`config.mk`:
```
export PLATFORM = sky130hd
export DESIGN_NAME = bit_serializer
export DESIGN_NICKNAME = d
export VERILOG_FILES = /design/src/rtl/bit_ser_pkg.sv /design/src/rtl/bit_ser_hold.sv /design/src/rtl/bit_serializer.sv
export SDC_FILE = /design/constraint.sdc
export NUM_CORES = 1
export LEC_CHECK = 0
export BUFFER_PORTS_ARGS = -buffer_cell sky130_fd_sc_hd__buf_2
export CORE_MARGIN = 2
export CORE_UTILIZATION = 47
export CTS_CLUSTER_DIAMETER = 60
export CTS_CLUSTER_SIZE = 40
export DETAILED_ROUTE_END_ITERATION = 8
export GPL_TIMING_DRIVEN = 0
export PLACE_DENSITY = 0.75
export REMOVE_ABC_BUFFERS = 1
export SLEW_MARGIN = 5
export SYNTH_ARGS = -nofsm -noshare
export SYNTH_HDL_FRONTEND = slang
export SYNTH_SLANG_ARGS = --single-unit
```
`constraint.sdc`:
```
create_clock -name clk -period 1.8 [get_ports clk]
set_input_delay 0.54 -clock clk [delete_from_list [all_inputs] [get_ports clk]]
set_output_delay 0.54 -clock clk [all_outputs]
set_load 0.02 [all_outputs]
```
`src/rtl/bit_ser_pkg.sv`:
```
// Shared types and sizing helpers for the bit serializer.
// Build option: define BIT_SER_MSB_FIRST_EN to send bit WIDTH-1 first.
package bit_ser_pkg;

    typedef enum logic [0:0] {
        ST_IDLE  = 1'b0,
        ST_SHIFT = 1'b1
    } state_e;

    localparam int DEF_WIDTH = 8;
    localparam int CNT_BITS  = $clog2(DEF_WIDTH);

    // Bit-counter width for a given frame width; never narrower than one bit.
    function automatic int cnt_bits(input int width);
        return (width > 1) ? $clog2(width) : 1;
    endfunction

endpackage

```
`src/rtl/bit_ser_hold.sv`:
```
// One-entry word buffer between the load handshake and the shifter.
module bit_ser_hold
    import bit_ser_pkg::*;
#(
    parameter int WIDTH = 8
) (
    input  logic             clk,
    input  logic             reset,
    input  logic             clr_i,
    input  logic             wr_en_i,
    input  logic [WIDTH-1:0] wr_data_i,
    input  logic             rd_en_i,
    output logic [WIDTH-1:0] rd_data_o,
    output logic             full_o
);

    logic             full_q;
    logic [WIDTH-1:0] data_q;

    // A write wins over a same-cycle read so a refill keeps the buffer full.
    always_ff @(posedge clk or negedge reset) begin
        if (!reset) begin
            full_q <= 1'b0;
            data_q <= '0;
        end else if (clr_i) begin
            full_q <= 1'b0;
            data_q <= '0;
        end else if (wr_en_i) begin
            full_q <= 1'b1;
            data_q <= wr_data_i;
        end else if (rd_en_i) begin
            full_q <= 1'b0;
        end else begin
            full_q <= full_q;
        end
    end

    assign rd_data_o = data_q;
    assign full_o    = full_q;

endmodule

```
`src/rtl/bit_serializer.sv`:
```
// Parallel-to-serial stage: buffered word handshake, gapless bit stream, frame counter.
// Build option: BIT_SER_MSB_FIRST_EN selects MSB-first order (default LSB-first).
module bit_serializer
    import bit_ser_pkg::*;
#(
    parameter int WIDTH = 8,
    parameter int CNT_W = 16
) (
    input  logic             clk,
    input  logic             reset,
    input  logic             flush_i,
    input  logic [WIDTH-1:0] load_data_i,
    input  logic             load_valid_i,
    output logic             load_ready_o,
    output logic             x_out_o,
    output logic             bit_valid_o,
    output logic             frame_last_o,
    output logic [CNT_W-1:0] frames_sent_o
);

    localparam int            CW   = cnt_bits(WIDTH);
    localparam logic [CW-1:0] LAST = CW'(WIDTH - 1);

    state_e           state_q, state_d;
    logic [WIDTH-1:0] shift_q, shift_d;
    logic [CW-1:0]    cnt_q, cnt_d;
    logic [CNT_W-1:0] frames_q, frames_d;
    logic             x_out_q, x_out_d;
    logic             bit_valid_q, bit_valid_d;
    logic             frame_last_q, frame_last_d;
    logic             hold_full_s, rd_en_s, wr_en_s;
    logic [WIDTH-1:0] hold_data_s;

    assign wr_en_s = load_valid_i & ~hold_full_s & ~flush_i;

    bit_ser_hold #(.WIDTH(WIDTH)) u_hold (
        .clk       (clk),
        .reset     (reset),
        .clr_i     (flush_i),
        .wr_en_i   (wr_en_s),
        .wr_data_i (load_data_i),
        .rd_en_i   (rd_en_s),
        .rd_data_o (hold_data_s),
        .full_o    (hold_full_s)
    );

    // Next-state: frame sequencing, shifter advance and output pre-computation.
    always_comb begin
        state_d  = state_q;
        shift_d  = shift_q;
        cnt_d    = cnt_q;
        frames_d = frames_q;
        rd_en_s  = 1'b0;
        if (flush_i) begin
            state_d = ST_IDLE;
            shift_d = '0;
            cnt_d   = '0;
        end else begin
            case (state_q)
                ST_IDLE: begin
                    if (hold_full_s) begin
                        state_d = ST_SHIFT;
                        shift_d = hold_data_s;
                        cnt_d   = '0;
                        rd_en_s = 1'b1;
                    end else begin
                        state_d = ST_IDLE;
                    end
                end
                ST_SHIFT: begin
                    if (cnt_q == LAST) begin
                        frames_d = frames_q + CNT_W'(1);
                        cnt_d    = '0;
                        if (hold_full_s) begin
                            shift_d = hold_data_s;
                            rd_en_s = 1'b1;
                        end else begin
                            state_d = ST_IDLE;
                            shift_d = '0;
                        end
                    end else begin
`ifdef BIT_SER_MSB_FIRST_EN
                        shift_d = shift_q << 1;
`else
                        shift_d = shift_q >> 1;
`endif
                        cnt_d = cnt_q + CW'(1);
                    end
                end
                default: begin
                    state_d = ST_IDLE;
                    shift_d = '0;
                    cnt_d   = '0;
                end
            endcase
        end
        // Outputs are registered, so they are derived from the next state.
        bit_valid_d  = (state_d == ST_SHIFT);
`ifdef BIT_SER_MSB_FIRST_EN
        x_out_d      = bit_valid_d & shift_d[WIDTH-1];
`else
        x_out_d      = bit_valid_d & shift_d[0];
`endif
        frame_last_d = bit_valid_d & (cnt_d == LAST);
    end

    // State, datapath and output registers.
    always_ff @(posedge clk or negedge reset) begin
        if (!reset) begin
            state_q      <= ST_IDLE;
            shift_q      <= '0;
            cnt_q        <= '0;
            frames_q     <= '0;
            x_out_q      <= 1'b0;
            bit_valid_q  <= 1'b0;
            frame_last_q <= 1'b0;
        end else begin
            state_q      <= state_d;
            shift_q      <= shift_d;
            cnt_q        <= cnt_d;
            frames_q     <= frames_d;
            x_out_q      <= x_out_d;
            bit_valid_q  <= bit_valid_d;
            frame_last_q <= frame_last_d;
        end
    end

    assign load_ready_o  = ~hold_full_s;
    assign x_out_o       = x_out_q;
    assign bit_valid_o   = bit_valid_q;
    assign frame_last_o  = frame_last_q;
    assign frames_sent_o = frames_q;

endmodule
```
; ---- After elaboration in Yosys (flattened, before gate mapping)
; Index checks and enable logic that the tools add are counted.
[word_totals]
regBits = 39
in_bits = 12
output_inout_bits = 20
wordCells = 45
[classes]
add_sub_neg = 2
eq_ne = 3
mux = 21
n_bitwise = 7
n_reduce_logical = 3
[ops]
columns = cell, n
row1 = 8-bit 2-to-1 mux, 6
row2 = 16-bit by 1-bit adder with 16-bit output (second input constant), 1
row3 = 8-bit one-hot mux with 2 select lines, 1
row4 = 3-bit 2-to-1 mux, 3
row5 = 1-bit 2-to-1 mux, 8
row6 = 3-bit equality test (second input constant), 2
row7 = 3-bit one-hot mux with 2 select lines, 1
row8 = 1-bit AND, 4
row9 = 1-bit one-hot mux with 2 select lines, 2
row10 = 3-bit by 1-bit adder with 3-bit output (second input constant), 1
row11 = 3-bit by 2-bit inequality test with 1-bit output (second input constant), 1
row12 = 1-bit NOT, 3
row13 = 3-bit AND reduction, 1
row14 = 3-bit nonzero test, 1
row15 = 2-bit nonzero test, 1

; ---- Depth between registers and ports, before layout
[depth]
depth_word = 7
depth_mapped = 6
ltp_nobuf = 6

; ---- Cells and area by module
; Synthesis repeated with hierarchy kept, for this count alone.
[hier_totals]
cells_unflattened = 144
area_unflattened_um2 = 1716.6
[modules_own_cells]
columns = mod, instances, cells_each, area_each_um2, seq_area_each_um2
row1 = bit_serializer, 1, 114, 1350.0, 750.7
row2 = bit_ser_hold, 1, 30, 366.6, 225.2

; ---- Least setup slack after synthesis
; Ideal clock, no wire load.
[synth_timing]
path_kind = flip-flop to flip-flop
from = reg cnt_q[0]
to = reg frames_q[13] (netlist: frames_sent_o[13])
setup_time_ps = 129
arrival_time_ps = 1465
required_ps = 1671
slack_ps = 206
stages_incl_launch_ff = 7
path_buffers = 0
synth_period_minus_slack_ps = 1594
cell_sequence = dfrtp_1 ha_1 ha_1 nand3b_4 nor4_4 nand3_1 xnor2_1
[synth_via]
elab_chain_cells = 2
[synth_rtl]
columns = element, line_no
row1 = "start, declared", bit_serializer.sv:26  ; logic [CW-1:0] cnt_q, cnt_d;
row2 = "start signal, assigned", bit_serializer.sv:120  ; cnt_q <= cnt_d;
row3 = 3-bit equality test, bit_serializer.sv:71  ; if (cnt_q == LAST) begin
row4 = 3-bit AND reduction (no line), -
row5 = "end signal, assigned", bit_serializer.sv:121  ; frames_q <= frames_d;
row6 = "end, declared", bit_serializer.sv:27  ; logic [CNT_W-1:0] frames_q, frames_d;
; Every way passes these cells.
; A chain may end at the register's enable or synchronous reset.

; ---- Worst setup path in the final report
[layout_timing]
from = reg cnt_q[0]
to = reg frames_q[12] (netlist: frames_sent_o[12])
; Same word-level chain as after synthesis.

==> impl_results.html <==
<table>
<tr><th>Metric</th><th>Value</th></tr>
<tr><th colspan="2">STA</th></tr>
<tr><td>Worst hold-check slack</td><td>0.2878 ns</td></tr>
<tr><td>Final worst-path cycle share</td><td>0.9386</td></tr>
<tr><td>Hold Violations, Final</td><td>0</td></tr>
<tr><td>Actual transition at the worst max-transition pin</td><td>0.8165 ns</td></tr>
<tr><td>PnR worst setup slack</td><td>0.1105 ns</td></tr>
<tr><td>Worst max-slew margin expressed relative to the limit</td><td>0.4557</td></tr>
<tr><td>Total Neg Setup Slack</td><td>0 ns</td></tr>
<tr><td>Max Transition Viols Final</td><td>0</td></tr>
<tr><td>Timing-limited maximum frequency</td><td>591.9 MHz</td></tr>
<tr><td>Worst clock skew</td><td>approximately 0.0033 ns</td></tr>
<tr><td>Final critical path time including I/O delays and setup</td><td>around 1.7 ns</td></tr>
<tr><td>Final-report setup violation count</td><td>0</td></tr>
<tr><th colspan="2">Placed design</th></tr>
<tr><td>Cell area after placement</td><td>between 1500 and 2000 µm²</td></tr>
<tr><td>Number of buffer cells added on primary ports</td><td>31</td></tr>
<tr><td>Last weighted congestion value of the routability-driven placer</td><td>0.7860</td></tr>
<tr><td>Setup WS pre-CTS</td><td>-0.5588 ns</td></tr>
<tr><td>Number of placed instances, taps included</td><td>222</td></tr>
<tr><td>HPWL after detailed placement</td><td>2.167 mm</td></tr>
<tr><th colspan="2">Status</th></tr>
<tr><td>Status</td><td>finished clean</td></tr>
<tr><th colspan="2">Route</th></tr>
<tr><td>Avg Vias per Cell</td><td>5.357</td></tr>
<tr><td>DRC errors left</td><td>0</td></tr>
<tr><td>Via count of the routed design</td><td>1232</td></tr>
<tr><td>Initial DRC count</td><td>91</td></tr>
<tr><td>Post-Route WL</td><td>3.068 mm</td></tr>
<tr><td>DRT Pass-1 Iters</td><td>5</td></tr>
<tr><td>Detail Route Antenna Nets</td><td>0</td></tr>
<tr><td>Average wire length per cell after detail routing</td><td>around 13 µm</td></tr>
<tr><th colspan="2">Cells and area</th></tr>
<tr><td>Number of diodes added for antenna fixing</td><td>0</td></tr>
<tr><td>Area taken by multi-input logic gates</td><td>674.4 µm²</td></tr>
<tr><td>Final std cell area, no fill</td><td>1942 µm²</td></tr>
<tr><td>Final standard cell count with taps included and fillers excluded</td><td>230</td></tr>
<tr><td>Final nets</td><td>199</td></tr>
<tr><td>Area occupied by registers</td><td>975.9 µm²</td></tr>
<tr><td>Layout area overhead</td><td>16.60%</td></tr>
<tr><td>Post-Route Utilization</td><td>0.5774</td></tr>
<tr><td>Proportion of layout cells with a drive suffix above 1</td><td>0.2609</td></tr>
<tr><td>Layout fillers</td><td>approximately 320</td></tr>
<tr><th colspan="2">CTS</th></tr>
<tr><td>Clock sink total</td><td>39</td></tr>
<tr><td>Maximum root-to-sink buffer count</td><td>2</td></tr>
<tr><td>CTS tree</td><td>done</td></tr>
<tr><td>Clock root buffer</td><td>sky130_fd_sc_hd__clkbuf_4</td></tr>
<tr><td>Htree depth</td><td>2</td></tr>
<tr><td>CTS clk-pin slew, worst paths</td><td>0.10 ns</td></tr>
<tr><td>Count of hold-fix buffers inserted at cts</td><td>0</td></tr>
<tr><td>TritonCTS buffer count</td><td>5</td></tr>
<tr><td>Source-to-sink clock delay at the later pin of the worst-skew pair</td><td>0.33 ns</td></tr>
<tr><th colspan="2">Run</th></tr>
<tr><td>Number of max-cap violations</td><td>0</td></tr>
<tr><th colspan="2">Floorplanning</th></tr>
<tr><td>Overall die area</td><td>4035 µm²</td></tr>
<tr><td>Core Box Area</td><td>between 3000 and 4000 µm²</td></tr>
<tr><td>I/O pin count</td><td>32</td></tr>
<tr><td>Number of placement rows</td><td>21</td></tr>
<tr><td>Initial core utilization</td><td>0.4952</td></tr>
<tr><td>Die extent in x</td><td>between 60 and 70 µm</td></tr>
<tr><td>Die H</td><td>~64 µm</td></tr>
<tr><th colspan="2">Worst setup path</th></tr>
<tr><td>Worst EP arrival</td><td>1.91 ns</td></tr>
<tr><td>Critical Setup Path Class</td><td>reg2reg</td></tr>
<tr><td>Worst-path fanout max</td><td>5</td></tr>
<tr><td>Cells traversed along the worst timing path</td><td>ha_1 -&gt; ha_2 -&gt; nand4b_1 -&gt; nor3_4 -&gt; nand2_1 -&gt; xnor2_1</td></tr>
<tr><td>Worst endpoint required time</td><td>2.02 ns</td></tr>
<tr><td>Crit-path leading delay family</td><td>simple AND/OR/NAND/NOR gates</td></tr>
<tr><td>Max stage delay on crit path</td><td>0.39 ns</td></tr>
<tr><td>Buffering stage count on the worst path with inverters included</td><td>0</td></tr>
<tr><td>Critical Path Start Type</td><td>flop</td></tr>
<tr><td>Category of the worst setup path capture point</td><td>flop</td></tr>
<tr><td>Critical Path Slowest Stage Cell</td><td>sky130_fd_sc_hd__dfrtp_1</td></tr>
<tr><th colspan="2">Logic synthesis</th></tr>
<tr><td>Mean Syn Cell Area</td><td>11.10 µm²</td></tr>
<tr><td>Syn. warnings</td><td>0</td></tr>
<tr><td>Seq cells post-synth</td><td>39</td></tr>
<tr><td>Number of enable flip-flop cells after synthesis</td><td>0</td></tr>
<tr><td>FFs w/ async S/R, synth</td><td>1.000</td></tr>
<tr><td>Area of the mapped netlist</td><td>1665 µm²</td></tr>
<tr><td>Cell types with the largest area share after synthesis</td><td>sky130_fd_sc_hd__dfrtp_1, sky130_fd_sc_hd__xnor2_1, sky130_fd_sc_hd__nand2_1, sky130_fd_sc_hd__a222oi_1, sky130_fd_sc_hd__nor2_1</td></tr>
<tr><td>Cell accounting for the most synthesized area</td><td>sky130_fd_sc_hd__dfrtp_1</td></tr>
<tr><td>Synth Flop Type</td><td>sky130_fd_sc_hd__dfrtp_1</td></tr>
<tr><td>Post-synthesis adder-cell area fraction</td><td>0.02254</td></tr>
<tr><td>Portion of the post-synthesis area used by sequential elements</td><td>0.5860</td></tr>
<tr><td>Share of the synthesized area in compound gates (AO/OA/AOI/OAI)</td><td>0.09016</td></tr>
<tr><td>Share of the synthesized area in the top cell type</td><td>0.5860</td></tr>
<tr><td>Xor/xnor share of the synthesized area</td><td>0.07889</td></tr>
<tr><td>Multiplexer share of the synthesized area</td><td>0.01277</td></tr>
<tr><td>Count of unique library cells instantiated by Yosys</td><td>29</td></tr>
<tr><td>Post-synthesis cell count</td><td>150</td></tr>
<tr><td>Main combinational cell family by area after synthesis</td><td>simple AND/OR/NAND/NOR gates</td></tr>
<tr><td>Simple-gate portion of the synthesized area</td><td>0.1863</td></tr>
<tr><th colspan="2">Power and ir drop</th></tr>
<tr><td>Cell internal power dissipation</td><td>1.114 mW</td></tr>
<tr><td>Combinational power share</td><td>0.078</td></tr>
<tr><td>Net switching power figure</td><td>0.3516 mW</td></tr>
<tr><td>Power density normalized to cell area</td><td>~750 nW/µm²</td></tr>
<tr><td>Leakage power total</td><td>1.024 nW</td></tr>
<tr><td>Power share of the sequential group</td><td>0.623</td></tr>
<tr><td>Switching Share</td><td>0.2399</td></tr>
<tr><td>Clock network fraction of total power</td><td>0.299</td></tr>
<tr><td>Total Power</td><td>~1.5 mW</td></tr>
<tr><td>Worst-case vdd ir drop</td><td>0.5333 mV</td></tr>
<tr><th colspan="2">Global route</th></tr>
<tr><td>Antenna violations before repair</td><td>0</td></tr>
<tr><td>Global-route wire length before repair</td><td>~5.1 mm</td></tr>
<tr><td>Pin count of the biggest net entering global routing</td><td>40</td></tr>
<tr><td>Via count of the first global-routing pass</td><td>1187</td></tr>
<tr><td>Overall global routing resource usage</td><td>0.1654</td></tr>
<tr><td>Total congestion overflow after global routing</td><td>0</td></tr>
<tr><th colspan="2">Worst hold path</th></tr>
<tr><td>Min-delay worst type</td><td>in2async</td></tr>
</table>
-- placed cells by master, fill, tap and decap left out, types with 2 or more instances in the layout --
master	count
sky130_fd_sc_hd__a22oi_1	3
sky130_fd_sc_hd__nand3_1	7
sky130_fd_sc_hd__dfrtp_1	39
sky130_fd_sc_hd__clkbuf_4	5
sky130_fd_sc_hd__a21oi_1	11
sky130_fd_sc_hd__ha_1	2
sky130_fd_sc_hd__xnor2_1	13
sky130_fd_sc_hd__xor2_1	2
sky130_fd_sc_hd__and3_1	2
sky130_fd_sc_hd__buf_2	31
sky130_fd_sc_hd__a222oi_1	6
sky130_fd_sc_hd__nor2_2	2
sky130_fd_sc_hd__nor2_1	15
sky130_fd_sc_hd__inv_1	4
sky130_fd_sc_hd__nand2_1	24
-- synthesized netlist by cell type, types with 2 or more instances --
cell type and n:
sky130_fd_sc_hd__a21oi_1 11, sky130_fd_sc_hd__a222oi_1 6, sky130_fd_sc_hd__a22oi_1 3, sky130_fd_sc_hd__and3_1 2, sky130_fd_sc_hd__clkbuf_1 3, sky130_fd_sc_hd__dfrtp_1 39
sky130_fd_sc_hd__ha_1 3, sky130_fd_sc_hd__inv_1 4, sky130_fd_sc_hd__nand2_1 24, sky130_fd_sc_hd__nand3_1 7, sky130_fd_sc_hd__nor2_1 16, sky130_fd_sc_hd__nor2b_1 2
sky130_fd_sc_hd__xnor2_1 13, sky130_fd_sc_hd__xor2_1 2
-- registers in the layout, indices dropped and copies added, names as in the netlist --
register,cells
frame_last_o,1
u_hold.rd_data_o,8
shift_q,8
cnt_q,3
frames_sent_o,16
u_hold.full_o,1
bit_valid_o,1
x_out_o,1
-- per-layer routing --
| metal | global-route usage | up-vias | routed length [µm] |
|---|---|---|---|
| li1 | - | 586 | - |
| met1 | 0.1854 | 602 | 1299 |
| met2 | 0.2961 | 40 | 1558 |
| met3 | 0.05536 | 4 | 188 |
| met4 | 0.04891 | 0 | 22 |
| met5 | 0 | - | 0 |
-- logic make-up (layout without fill, tap and decap cells) --
logic type,after synthesis,in the layout
buffers and inverters,9,43
xor gates and xnor gates,15,15
AOI/OAI and AO/OA,22,22
adders and majority gates,3,3
DFF,39,39
muxes,2,2
and+or+nand+nor,60,60
-- layout make-up --
| class | instances | area share |
|---|---|---|
| flip-flops and latches | 39 | 0.5026 |
| inverters | 4 | 0.007732 |
| clock inverters | 1 | 0.002577 |
| well taps | 46 | 0.02964 |
| clock buffers | 6 | 0.02642 |
| repair buffers | 32 | 0.08376 |
| multi-input cells | 102 | 0.3473 |
-- worst paths after layout --
check / start / to / slack (ns) / cells past startpoint
worst max register to register: cnt_q[0] / frames_sent_o[12] / 0.11 / 6
max in group asynchronous: reset / shift_q[5] / 1.00 / 1
min in group clk: load_data_i[3] / u_hold.rd_data_o[3] / 0.43 / 3
worst min register to register: frames_sent_o[15] / frames_sent_o[15] / 0.48 / 1
worst min-delay path: reset / frames_sent_o[7] / 0.29 / 1
worst max-delay path: cnt_q[0] / frames_sent_o[12] / 0.11 / 6
-- power by group through the flow --
stage	Sequential (mW)	Clock, mW	Combinational (mW)
floorplan	0.929	0	0.0533
global placement	0.928	0	0.107
detailed placement	0.930	0	0.111
CTS	0.912	0.457	0.116
global route	0.916	0.506	0.130
finish	0.913	0.439	0.114
-- what timing repair did --
action                     4_1_cts  5_1_grt
gates resized for setup          3        3
setup endpoints to repair       18        6
pin swaps                        1        0
setup buffers                    1        0
gates cloned                     0        0
(Power assumes the default switching activity.)
